### src/rtl/rr_grant_scheduler.sv
`default_nettype none
// ============================================================================
// Module   : rr_grant_scheduler
// Purpose  : Round-robin scheduler sharing one resource among NUM_REQ
//            requesters. A Moore FSM (IDLE / GRANT / SWITCH) issues a
//            registered one-hot grant. The grant rotates when the holder
//            releases its request, or when it has held the resource for
//            QUANTUM cycles while another requester waits. Every hand-over
//            passes through one all-zero SWITCH cycle so the shared
//            resource can settle.
// Ports    : clk        - clock, rising edge
//            rst        - asynchronous reset, active-low
//            en         - advance enable; 0 freezes every register
//            req        - level request per requester
//            gnt        - registered one-hot grant, all-zero when idle
//            gnt_valid  - 1 iff gnt != 0
//            gnt_id     - index of the granted requester, 0 when none
//            lock       - (RR_SCHED_LOCK_EN only) suppress quantum expiry
// Options  : `define RR_SCHED_LOCK_EN adds the lock input. When lock=1 in
//            GRANT the quantum counter holds at QUANTUM-1 instead of forcing
//            a hand-over; release is still honoured.
// Revision : 1.0 - initial release
// ============================================================================
module rr_grant_scheduler #(
    parameter int NUM_REQ = 4,
    parameter int QUANTUM = 8,
    localparam int ID_W   = (NUM_REQ > 1) ? $clog2(NUM_REQ) : 1,
    localparam int Q_W    = (QUANTUM > 1) ? $clog2(QUANTUM) : 1
) (
    input  logic                clk,
    input  logic                rst,
    input  logic                en,
    input  logic [NUM_REQ-1:0]  req,
    output logic [NUM_REQ-1:0]  gnt,
    output logic                gnt_valid,
    output logic [ID_W-1:0]     gnt_id
`ifdef RR_SCHED_LOCK_EN
    ,
    input  logic                lock
`endif
);

    typedef enum logic [1:0] {
        S_IDLE   = 2'd0,
        S_GRANT  = 2'd1,
        S_SWITCH = 2'd2
    } state_t;

    localparam logic [Q_W-1:0]  C_Q_LAST  = Q_W'(QUANTUM - 1);
    localparam logic [ID_W-1:0] C_ID_LAST = ID_W'(NUM_REQ - 1);

    state_t               r_state, w_state_nxt;
    logic [NUM_REQ-1:0]   r_gnt,   w_gnt_nxt;
    logic [ID_W-1:0]      r_gnt_id, w_gnt_id_nxt;
    logic [ID_W-1:0]      r_ptr,   w_ptr_nxt;
    logic [Q_W-1:0]       r_qcnt,  w_qcnt_nxt;

    logic                 w_lock;
    logic                 w_sel_found;
    logic [ID_W-1:0]      w_sel_id;
    logic [ID_W-1:0]      w_scan_id;
    int                   w_scan;
    logic [NUM_REQ-1:0]   w_sel_onehot;
    logic                 w_others;
    logic                 w_release;
    logic                 w_expire;
    logic [ID_W-1:0]      w_ptr_after;

`ifdef RR_SCHED_LOCK_EN
    assign w_lock = lock;
`else
    assign w_lock = 1'b0;
`endif

    // Rotating priority scan: first requester at or after ptr, modulo NUM_REQ.
    always_comb begin
        w_sel_found = 1'b0;
        w_sel_id    = '0;
        w_scan      = 0;
        w_scan_id   = '0;
        for (int k = 0; k < NUM_REQ; k++) begin
            w_scan = int'(r_ptr) + k;
            if (w_scan >= NUM_REQ) begin
                w_scan = w_scan - NUM_REQ;
            end
            w_scan_id = ID_W'(w_scan);
            if (!w_sel_found && req[w_scan_id]) begin
                w_sel_found = 1'b1;
                w_sel_id    = w_scan_id;
            end
        end
    end

    always_comb begin
        w_sel_onehot = '0;
        for (int i = 0; i < NUM_REQ; i++) begin
            w_sel_onehot[i] = (ID_W'(i) == w_sel_id);
        end
    end

    // r_gnt is the one-hot of r_gnt_id while in GRANT, so masking it out of
    // req leaves exactly the competing requesters.
    assign w_others    = |(req & ~r_gnt);
    assign w_release   = ~req[r_gnt_id];
    assign w_expire    = (r_qcnt == C_Q_LAST) && w_others && !w_lock;
    assign w_ptr_after = (r_gnt_id == C_ID_LAST) ? '0 : r_gnt_id + 1'b1;

    always_ff @(posedge clk or negedge rst) begin
        if (!rst) begin
            r_state  <= S_IDLE;
            r_gnt    <= '0;
            r_gnt_id <= '0;
            r_ptr    <= '0;
            r_qcnt   <= '0;
        end else begin
            r_state  <= w_state_nxt;
            r_gnt    <= w_gnt_nxt;
            r_gnt_id <= w_gnt_id_nxt;
            r_ptr    <= w_ptr_nxt;
            r_qcnt   <= w_qcnt_nxt;
        end
    end

    always_comb begin
        w_state_nxt  = r_state;
        w_gnt_nxt    = r_gnt;
        w_gnt_id_nxt = r_gnt_id;
        w_ptr_nxt    = r_ptr;
        w_qcnt_nxt   = r_qcnt;
        if (en) begin
            case (r_state)
                // SWITCH differs from IDLE only in that it lasts exactly one
                // enabled cycle; both pick the next holder the same way.
                S_IDLE, S_SWITCH: begin
                    if (w_sel_found) begin
                        w_state_nxt  = S_GRANT;
                        w_gnt_nxt    = w_sel_onehot;
                        w_gnt_id_nxt = w_sel_id;
                    end else begin
                        w_state_nxt  = S_IDLE;
                        w_gnt_nxt    = '0;
                        w_gnt_id_nxt = '0;
                    end
                    w_qcnt_nxt = '0;
                end
                S_GRANT: begin
                    if (w_release || w_expire) begin
                        w_state_nxt  = S_SWITCH;
                        w_gnt_nxt    = '0;
                        w_gnt_id_nxt = '0;
                        w_ptr_nxt    = w_ptr_after;
                        w_qcnt_nxt   = '0;
                    end else if (r_qcnt == C_Q_LAST) begin
                        // Nobody else waiting: renew the quantum without a gap.
                        // Locked with competitors waiting: park at the limit.
                        w_qcnt_nxt = w_others ? r_qcnt : '0;
                    end else begin
                        w_qcnt_nxt = r_qcnt + 1'b1;
                    end
                end
                default: begin
                    w_state_nxt  = S_IDLE;
                    w_gnt_nxt    = '0;
                    w_gnt_id_nxt = '0;
                    w_qcnt_nxt   = '0;
                end
            endcase
        end
    end

    assign gnt       = r_gnt;
    assign gnt_valid = |r_gnt;
    assign gnt_id    = r_gnt_id;

endmodule
`default_nettype wire

### config.mk
export PLATFORM = sky130hd
export DESIGN_NAME = rr_grant_scheduler
export DESIGN_NICKNAME = d
export VERILOG_FILES = /design/src/rtl/rr_grant_scheduler.sv
export SDC_FILE = /design/constraint.sdc
export NUM_CORES = 1
export LEC_CHECK = 0
export ABC_AREA = 1
export CORE_MARGIN = 2
export CORE_UTILIZATION = 43
export DETAILED_ROUTE_END_ITERATION = 10
export PLACE_DENSITY = 0.66
export SYNTH_ARGS = -nofsm -noshare
export SYNTH_HDL_FRONTEND = slang
export SYNTH_SLANG_ARGS = --single-unit
### constraint.sdc
create_clock -name clk -period 1.6 [get_ports clk]
set_clock_uncertainty 0.1 [all_clocks]
set_input_delay 0.32 -clock clk [delete_from_list [all_inputs] [get_ports clk]]
set_output_delay 0.32 -clock clk [all_outputs]
set_load 0.02 [all_outputs]
Word-level counts from Yosys, hierarchy flattened
Index checks and enable logic that the tools add are counted.
Widths: inputs -> output; s select.
- multiplexer cells: 36
- $lt $le $gt $ge: 9
- equality and inequality tests: 9
- add/subtract/negate cells: 9
- bitwise logic cells: 3
- reduce and logical (&&, ||, !) cells: 16
- operators by type and width (cell ; number):
    $mux 2 ; 12
    $lt 2x3->1 const B ; 5
    $mux 3 ; 4
    $bmux 1 s2 ; 5
    $mux 1 ; 10
    $ge 3x3->1 const B ; 3
    $mux 4 ; 2
    $pmux 2 s2 ; 2
    $pmux 4 s2 ; 1
    $reduce_or 4->1 ; 2
    $sub 2x1->2 const B ; 4
    $add 2x2->3 const B ; 2
    $and 4x4->4 ; 1
    $eq 2x2->1 const A ; 2
    $eq 2x2->1 const B ; 2
    $logic_and 1x1->1 ; 4
    $logic_not 2->1 ; 2
    $ne 4x4->1 const B ; 1
    $not 4->4 ; 1
    $reduce_and 2->1 ; 2
    $add 2x1->3 const B ; 1
    $add 3x1->3 const B ; 1
    $eq 3x3->1 const B ; 1
    $ge 2x3->1 const B ; 1
    9 further kinds ; 11
- input port bits: 7
- flip-flop bits (word level): 13

Depth between registers and ports, before layout
Gate-level depths: netlist (run 1).
- depth in word-level cells: 17
- gate-level depth with buffers: 14
- mapped depth without buffers: 13

Worst setup path before layout (run 1)
OpenSTA, ideal clock, no wires.
- path kind: register to register
- from: register r_gnt_id[0] (netlist: gnt_id[0])
- to: register r_gnt[2] (netlist: gnt[2])
- cell stages (with the launch flop): 10
- setup time: 0.124 ns
- arrival time: 1.308 ns
- clock period less this slack: 1.531 ns
- slack: 0.069 ns
- required time: 1.376 ns
- path buffers: 0
- path through: dfrtp_1 > inv_1 > nand2_1 > nand3_1 > nand2_1 > nand3_1 > nand2_1 > inv_1 > nor2_1 > o21bai_2
- cells in the longest elaborated chain, start to end: 6
- RTL lines (what ; line ; RTL):
    from (decl) ; 54 ; logic [ID_W-1:0] r_gnt_id, w_gnt_id_nxt;
    from (signal assigned) ; 118 ; r_gnt_id <= w_gnt_id_nxt;
    $bmux 1 s2 ; 104 ; assign w_release = ~req[r_gnt_id];
    $mux 1 (implied by the code) ; 104 ;
    $not 1->1 ; 104 ;
    $logic_or 1x1->1 ; 147 ; if (w_release || w_expire) begin
    $ne 2x2->1 (no line) ; -- ;
    $reduce_and 2->1 (no line) ; -- ;
    to (signal assigned) ; 117 ; r_gnt <= w_gnt_nxt;
    to (decl) ; 53 ; logic [NUM_REQ-1:0] r_gnt, w_gnt_nxt;
No other way between the ends. The select of a mux whose other input is x is not followed.
A chain may end at the register's enable or synchronous reset.

Worst setup path in the final report (run 1)
- from: register r_ptr[0]
- to: register r_state[0]
- cells in the longest elaborated chain, start to end: 16
- RTL lines (what ; line ; RTL):
    from (decl) ; 55 ; logic [ID_W-1:0] r_ptr, w_ptr_nxt;
    from (signal assigned) ; 119 ; r_ptr <= w_ptr_nxt;
    parallel branches: the longest is 13 deep, another holds $add 2x1->3 ; -- ;
    $mux 1 * ; 87 ; if (!w_sel_found && req[w_scan_id]) begin
    $mux 1 * ; 135 ; if (w_sel_found) begin
    $pmux 2 s2 * ; 131 ; case (r_state)
    to (signal assigned) ; 116 ; r_state <= w_state_nxt;
    to (decl) ; 52 ; state_t r_state, w_state_nxt;
Every way passes the cells marked *. The select of a mux whose other input is x is not followed.

==> results of run 1 <==
## per-stage QoR
stage / total power, mW / hold slack, ns / cell area, um2
final: 2.57 / 0.224 / 1320
after global routing: 2.79 / 0.235 / 1320
after CTS: 2.44 / 0.232 / 1290
after detailed placement: 2.04 / 0.376 / 1170
after global placement: 2.00 / 0.379 / 1170
after floorplan: 1.57 / -0.0756 / 945
## worst max-delay path by stage
stage	cells after the start	start	slack, ns	endpoint
final	10	r_ptr[0]	-0.02	r_state[0]
after global routing	14	r_ptr[0]	-0.12	gnt[3]
after CTS	10	r_ptr[0]	-0.01	gnt[2]
after detailed placement	11	req[3]	-0.37	gnt[0]
after global placement	11	req[3]	-0.35	gnt[0]
after floorplan	9	gnt_id[0]	0.07	gnt[2]
## report_power, final
part | switching [mW] | internal [mW]
Sequential | 0.107 | 0.442
Combinational | 1.09 | 0.711
Clock | 0.123 | 0.0972
Total | 1.32 | 1.25
## critical path: stages, from the launching register on
cell and delay, ns:
dfrtp_1 0.41, buf_6 0.14, inv_8 0.07, nand2_2 0.07, nand3_2 0.09, nand2_2 0.08
nor2_4 0.15, nand2_2 0.08, nor2_4 0.11, nor2_4 0.07, o21bai_1 0.15
## repair_timing
item,in CTS,in global routing
pin swaps,15,13
resized for setup,39,13
endpoints found under the setup margin,16,11
buffers inserted,2,1
## layer usage
metal | routed length (um) | track usage
met1 | 1090 | 0.264
met2 | 1280 | 0.377
met3 | 93 | 0.0439
met4 | 44 | 0.0541
met5 | 0 | 0
## cell type report
class	instances	area (um2)	area share
Clock buffer	4	26.3	0.0198
Timing Repair Buffer	26	223	0.168
Sequential cell	13	328	0.248
Tap cell	27	33.8	0.0255
Multi-Input combinational cell	104	628	0.474
Inverter	20	85.1	0.0643
## logic make-up after synthesis
family	synth area share
AND/OR/NAND/NOR	0.420
buffers and inverters	0.0967
adder cells (fa/ha/maj)	0.0397
flip-flops	0.344
AO/OA/AOI/OAI	0.0993
## cell usage in the layout, fill, tap and decap left out, types with 4 or more instances in the layout
master and count:
buf_4 10, dfrtp_1 11, dlygate4sd2_1 9, inv_1 13, inv_2 5, nand2_1 42, nand2_2 19, nand3_1 4
nand3_2 7, nor2_1 4, o21ai_0 5
## flip-flops by register name (all words and copies together), names as in the netlist
name and flops:
r_qcnt 3, gnt_id 2, r_ptr 2, r_state 2, gnt 4
==> flow_summary.ini, run 1 <==
[clocking]
hold_buffers = 0
cts_buffer_depth = 2
cts_tree = done
clock_sinks = 13
clkTransAtPathRegs_ns = 0.09
htree_levels = 1
clock-root-buffer = clkbuf_4
insertion_delay_ns = 0.29
cts_buffers = 3

[status]
status = finished with violations
violations = negative setup slack

[final_layout]
final_util = 0.655
antennaDiodeCount = 0
final.fill_count = 176
areaGrowthSynthToFinish_pct = 40.1
fin_nets = 178
finalNonFillerCells = 194
drive_gt1_frac = 0.395

[floorplan]
rows = 16
dieArea_mm2 = 0.00259
start_util = 0.467
die_h_um = 50.9
die_w_um = 50.9
ioPinCount = 14
coreArea_mm2 = 0.00202

[detailed_routing]
num_vias = 967
drcViolationCount = 0
routed_via_density = 4.98
routed_wl_mm = 2.50
initialDrtViolationCount = 26
antenna_left = 0
dr.pass1.iters = 4
post_drt_wl_per_cell_um = 12.9

[global_routing]
grt_pass1_vias = 908
grt_pass1_wl_mm = 4.05
track_usage = 0.213
grt_max_degree = 14
gr-total-overflow = 0
antenna_found_initial = 0

[critical_path]
crit_fanout = 9
worstPathRequired_ns = 1.68
endpoint_kind = flip-flop
critPathArrivalTime_ns = 1.70
startpoint_type = flip-flop
path_class = reg2reg
timing.rr.end = r_state[0]
timing.rr.start = r_ptr[0]
r2r_setup_slack_ns = -0.02
r2r_cells = 10

[logic_synthesis]
async_flop_share = 1.00
synthTopCellsByArea = dfrtp_1 (34%), nand2_1 (21%), nand2_2 (7.3%)
synthTopCellsByCount = nand2_1 (52), inv_1 (17), dfrtp_1 (13)
synth-seq-cells = 13
yosys.area.top_type_share = 0.344
synth_edf_count = 0
yosysTopAreaCell = dfrtp_1
ys_warn_count = 0
syn_inst = 138
syn_area_per_cell_um2 = 6.85
ys_types = 21
ys_seq_area_frac = 0.344
synth_area_um2 = 945
yosysMostFrequentCell = nand2_1
ys.flop_type = dfrtp_1
synthesis.nets = 148

[timing]
max_freq_mhz = 616
finalSetupViolCount = 5
timing.final.ws_setup_ns = -0.0229
fin_setup_tns_ns = -0.0520
finalCritPeriodShare = 1.01
period_needed_ns = 1.62
hold_viol = 0
rsz0062_at_grt = true
maxSlewHeadroom = 0.854
slew_violations = 0
worstMarginPinSlew_ns = 0.219

[place]
place_inst = 187
dp_slack_ns = -0.373
gp_congestion = 0.934
io_buffer_count = 13
place_hpwl_mm = 1.76

[power_and_ir_drop]
peakVddDrop_mv = 1.10
leakage_nw = 0.705
p_per_area_mw_per_mm2 = 1940

[hold_path]
holdCritPathClass = in2async

[run]
max-cap-violations = 0
Note: power is estimated with default switching activity, not from simulation.
==> run 2: changes to the inputs <==
--- a/config.mk
+++ b/config.mk
@@ -5,11 +5,11 @@
 export SDC_FILE = /design/constraint.sdc
 export NUM_CORES = 1
 export LEC_CHECK = 0
-export ABC_AREA = 1
 export CORE_MARGIN = 2
 export CORE_UTILIZATION = 43
+export CTS_CLUSTER_SIZE = 30
 export DETAILED_ROUTE_END_ITERATION = 10
-export PLACE_DENSITY = 0.66
+export PLACE_DENSITY = 0.68
 export SYNTH_ARGS = -nofsm -noshare
 export SYNTH_HDL_FRONTEND = slang
 export SYNTH_SLANG_ARGS = --single-unit
==> flow_summary.ini, run 2 <==
[detailed_routing]
initialDrtViolationCount = 13
antenna_left = 0
num_vias = 832
drcViolationCount = 0
dr.pass1.iters = 4
post_drt_wl_per_cell_um = 20.2
routed_via_density = 5.62
routed_wl_mm = 2.99

[run]
max-cap-violations = 0

[final_layout]
final_common_cell = buf_4
antennaDiodeCount = 0
drive_gt1_frac = 0.569
layout_common_cells = buf_4 (24), dfrtp_1 (9), dlygate4sd2_1 (9), buf_6 (7)
final_util = 0.832
finalNonFillerCells = 148
areaGrowthSynthToFinish_pct = 84.4
final_cell_area_mm2 = 0.00142
largest_reg_flops = 4
fin_nets = 134

[critical_path]
worstPathRequired_ns = 1.66
startpoint_type = flip-flop
critPathArrivalTime_ns = 1.87
endpoint_kind = flip-flop
path_class = reg2reg
crit_fanout = 5

[global_routing]
grt_pass1_vias = 765
grt_max_degree = 14
gr-total-overflow = 0
antenna_found_initial = 0
grt_pass1_wl_mm = 3.59
track_usage = 0.242

[floorplan]
dieArea_mm2 = 0.00215
ioPinCount = 14
rows = 15
die_h_um = 46.3
die_w_um = 46.3
coreArea_mm2 = 0.00171
start_util = 0.451

[logic_synthesis]
ys_warn_count = 0
ys.flop_type = dfrtp_1
synth_edf_count = 0
ys_seq_area_frac = 0.422
synth-seq-cells = 13
synthTopCellsByCount = dfrtp_1 (13), nand2_1 (12), nor2b_1 (6)
synthTopCellsByArea = dfrtp_1 (42%), nand2_1 (5.8%), ha_1 (4.9%)
syn_area_per_cell_um2 = 10.1
yosys.area.top_type_share = 0.422
async_flop_share = 1.00
synthesis.nets = 86
syn_inst = 76
yosysTopAreaCell = dfrtp_1
synth_area_um2 = 771
ys_types = 29
yosysMostFrequentCell = dfrtp_1

[timing]
maxSlewHeadroom = 0.700
period_needed_ns = 1.82
worstMarginPinSlew_ns = 0.449
fin_setup_tns_ns = -1.86
finalSetupViolCount = 12
timing.final.ws_setup_ns = -0.218
max_freq_mhz = 550
hold_viol = 0
slew_violations = 0
rsz0062_at_grt = true
finalCritPeriodShare = 1.14

[clocking]
hold_buffers = 0
clock-root-buffer = clkbuf_4
cts_buffer_depth = 2
clkTransAtPathRegs_ns = 0.08
cts_buffers = 3
htree_levels = 1
clock_sinks = 13
insertion_delay_ns = 0.27
cts_tree = done

[hold_path]
holdCritPathClass = in2async

[power_and_ir_drop]
p_per_area_mw_per_mm2 = 1780
peakVddDrop_mv = 1.35
power_mw = 2.54
leakage_nw = 0.683

[status]
status = finished with violations
violations = negative setup slack

[place]
io_buffer_count = 13
place_hpwl_mm = 1.46
gp_congestion = 0.805
dpl_cell_area_mm2 = 0.00113
place_inst = 138
[run 2: layout make-up]
class,instances,area (um2)
timing repair buffer,44,383
sequential,13,330
multi-input combinational,59,639
tap,25,31.3
clock buffer,4,26.3
fill,94,287
inverter,3,11.3
[run 2: final timing paths]
path	endpoint	cells past startpoint	start	slack [ns]
max	r_state[0]	5	gnt[2]	-0.22
min	gnt[1]	2	rst	0.26
max reg2reg	r_state[0]	5	gnt[2]	-0.22
min reg2reg	r_qcnt[2]	1	r_qcnt[2]	0.48
max in group asynchronous	gnt[0]	2	rst	0.96
min in group clk	r_qcnt[2]	1	r_qcnt[2]	0.48
[run 2: routing by layer]
metal	GRT usage	wire length [um]	up-vias
li1	-	-	373
met1	0.302	1280	427
met2	0.425	1590	28
met3	0.0314	92	4
met4	0.0800	30	0
met5	0	0	-
[run 2: stage by stage]
stage	hold WS, ns	worst slack [ns]
5_1_grt	0.252	-0.270
3_3_place_gp	0.380	-0.505
3_5_place_dp	0.402	-0.550
6_report	0.257	-0.218
2_1_floorplan	-0.0756	-0.0740
4_1_cts	0.255	-0.192
[run 2: power breakdown]
group | switching, mW | leakage (nW) | internal (mW) | total, mW
clock network | 0.101 | 0.0150 | 0.0965 | 0.198
logic | 0.884 | 0.504 | 0.862 | 1.75
registers | 0.123 | 0.164 | 0.469 | 0.592
total | 1.11 | 0.683 | 1.43 | 2.54
[run 2: logic make-up (layout without fill, tap and decap cells)]
family,count (synthesis),in the layout,share of synthesized area
AND/OR/NAND/NOR,31,31,0.216
AO/OA/AOI/OAI,20,20,0.214
flip-flops,13,13,0.422
multiplexers,5,5,0.0698
buffers and inverters,4,51,0.0292
adder cells (fa/ha/maj),3,3,0.0487
[run 2: critical path, stage by stage, from the launching register on]
cell and delay, ns:
dfrtp_1 0.37, buf_6 0.12, nor2b_4 0.04, o41ai_4 0.51
a21o_4 0.24, mux2_4 0.31
[run 2: timing repair]
item | CTS | global route
endpoints found under the setup margin | 17 | 15
pin swaps | 11 | 10
buffers inserted | 6 | 1
cloned | 0 | 0
endpoints found under the hold margin | 0 | 0
resized for setup | 49 | 17
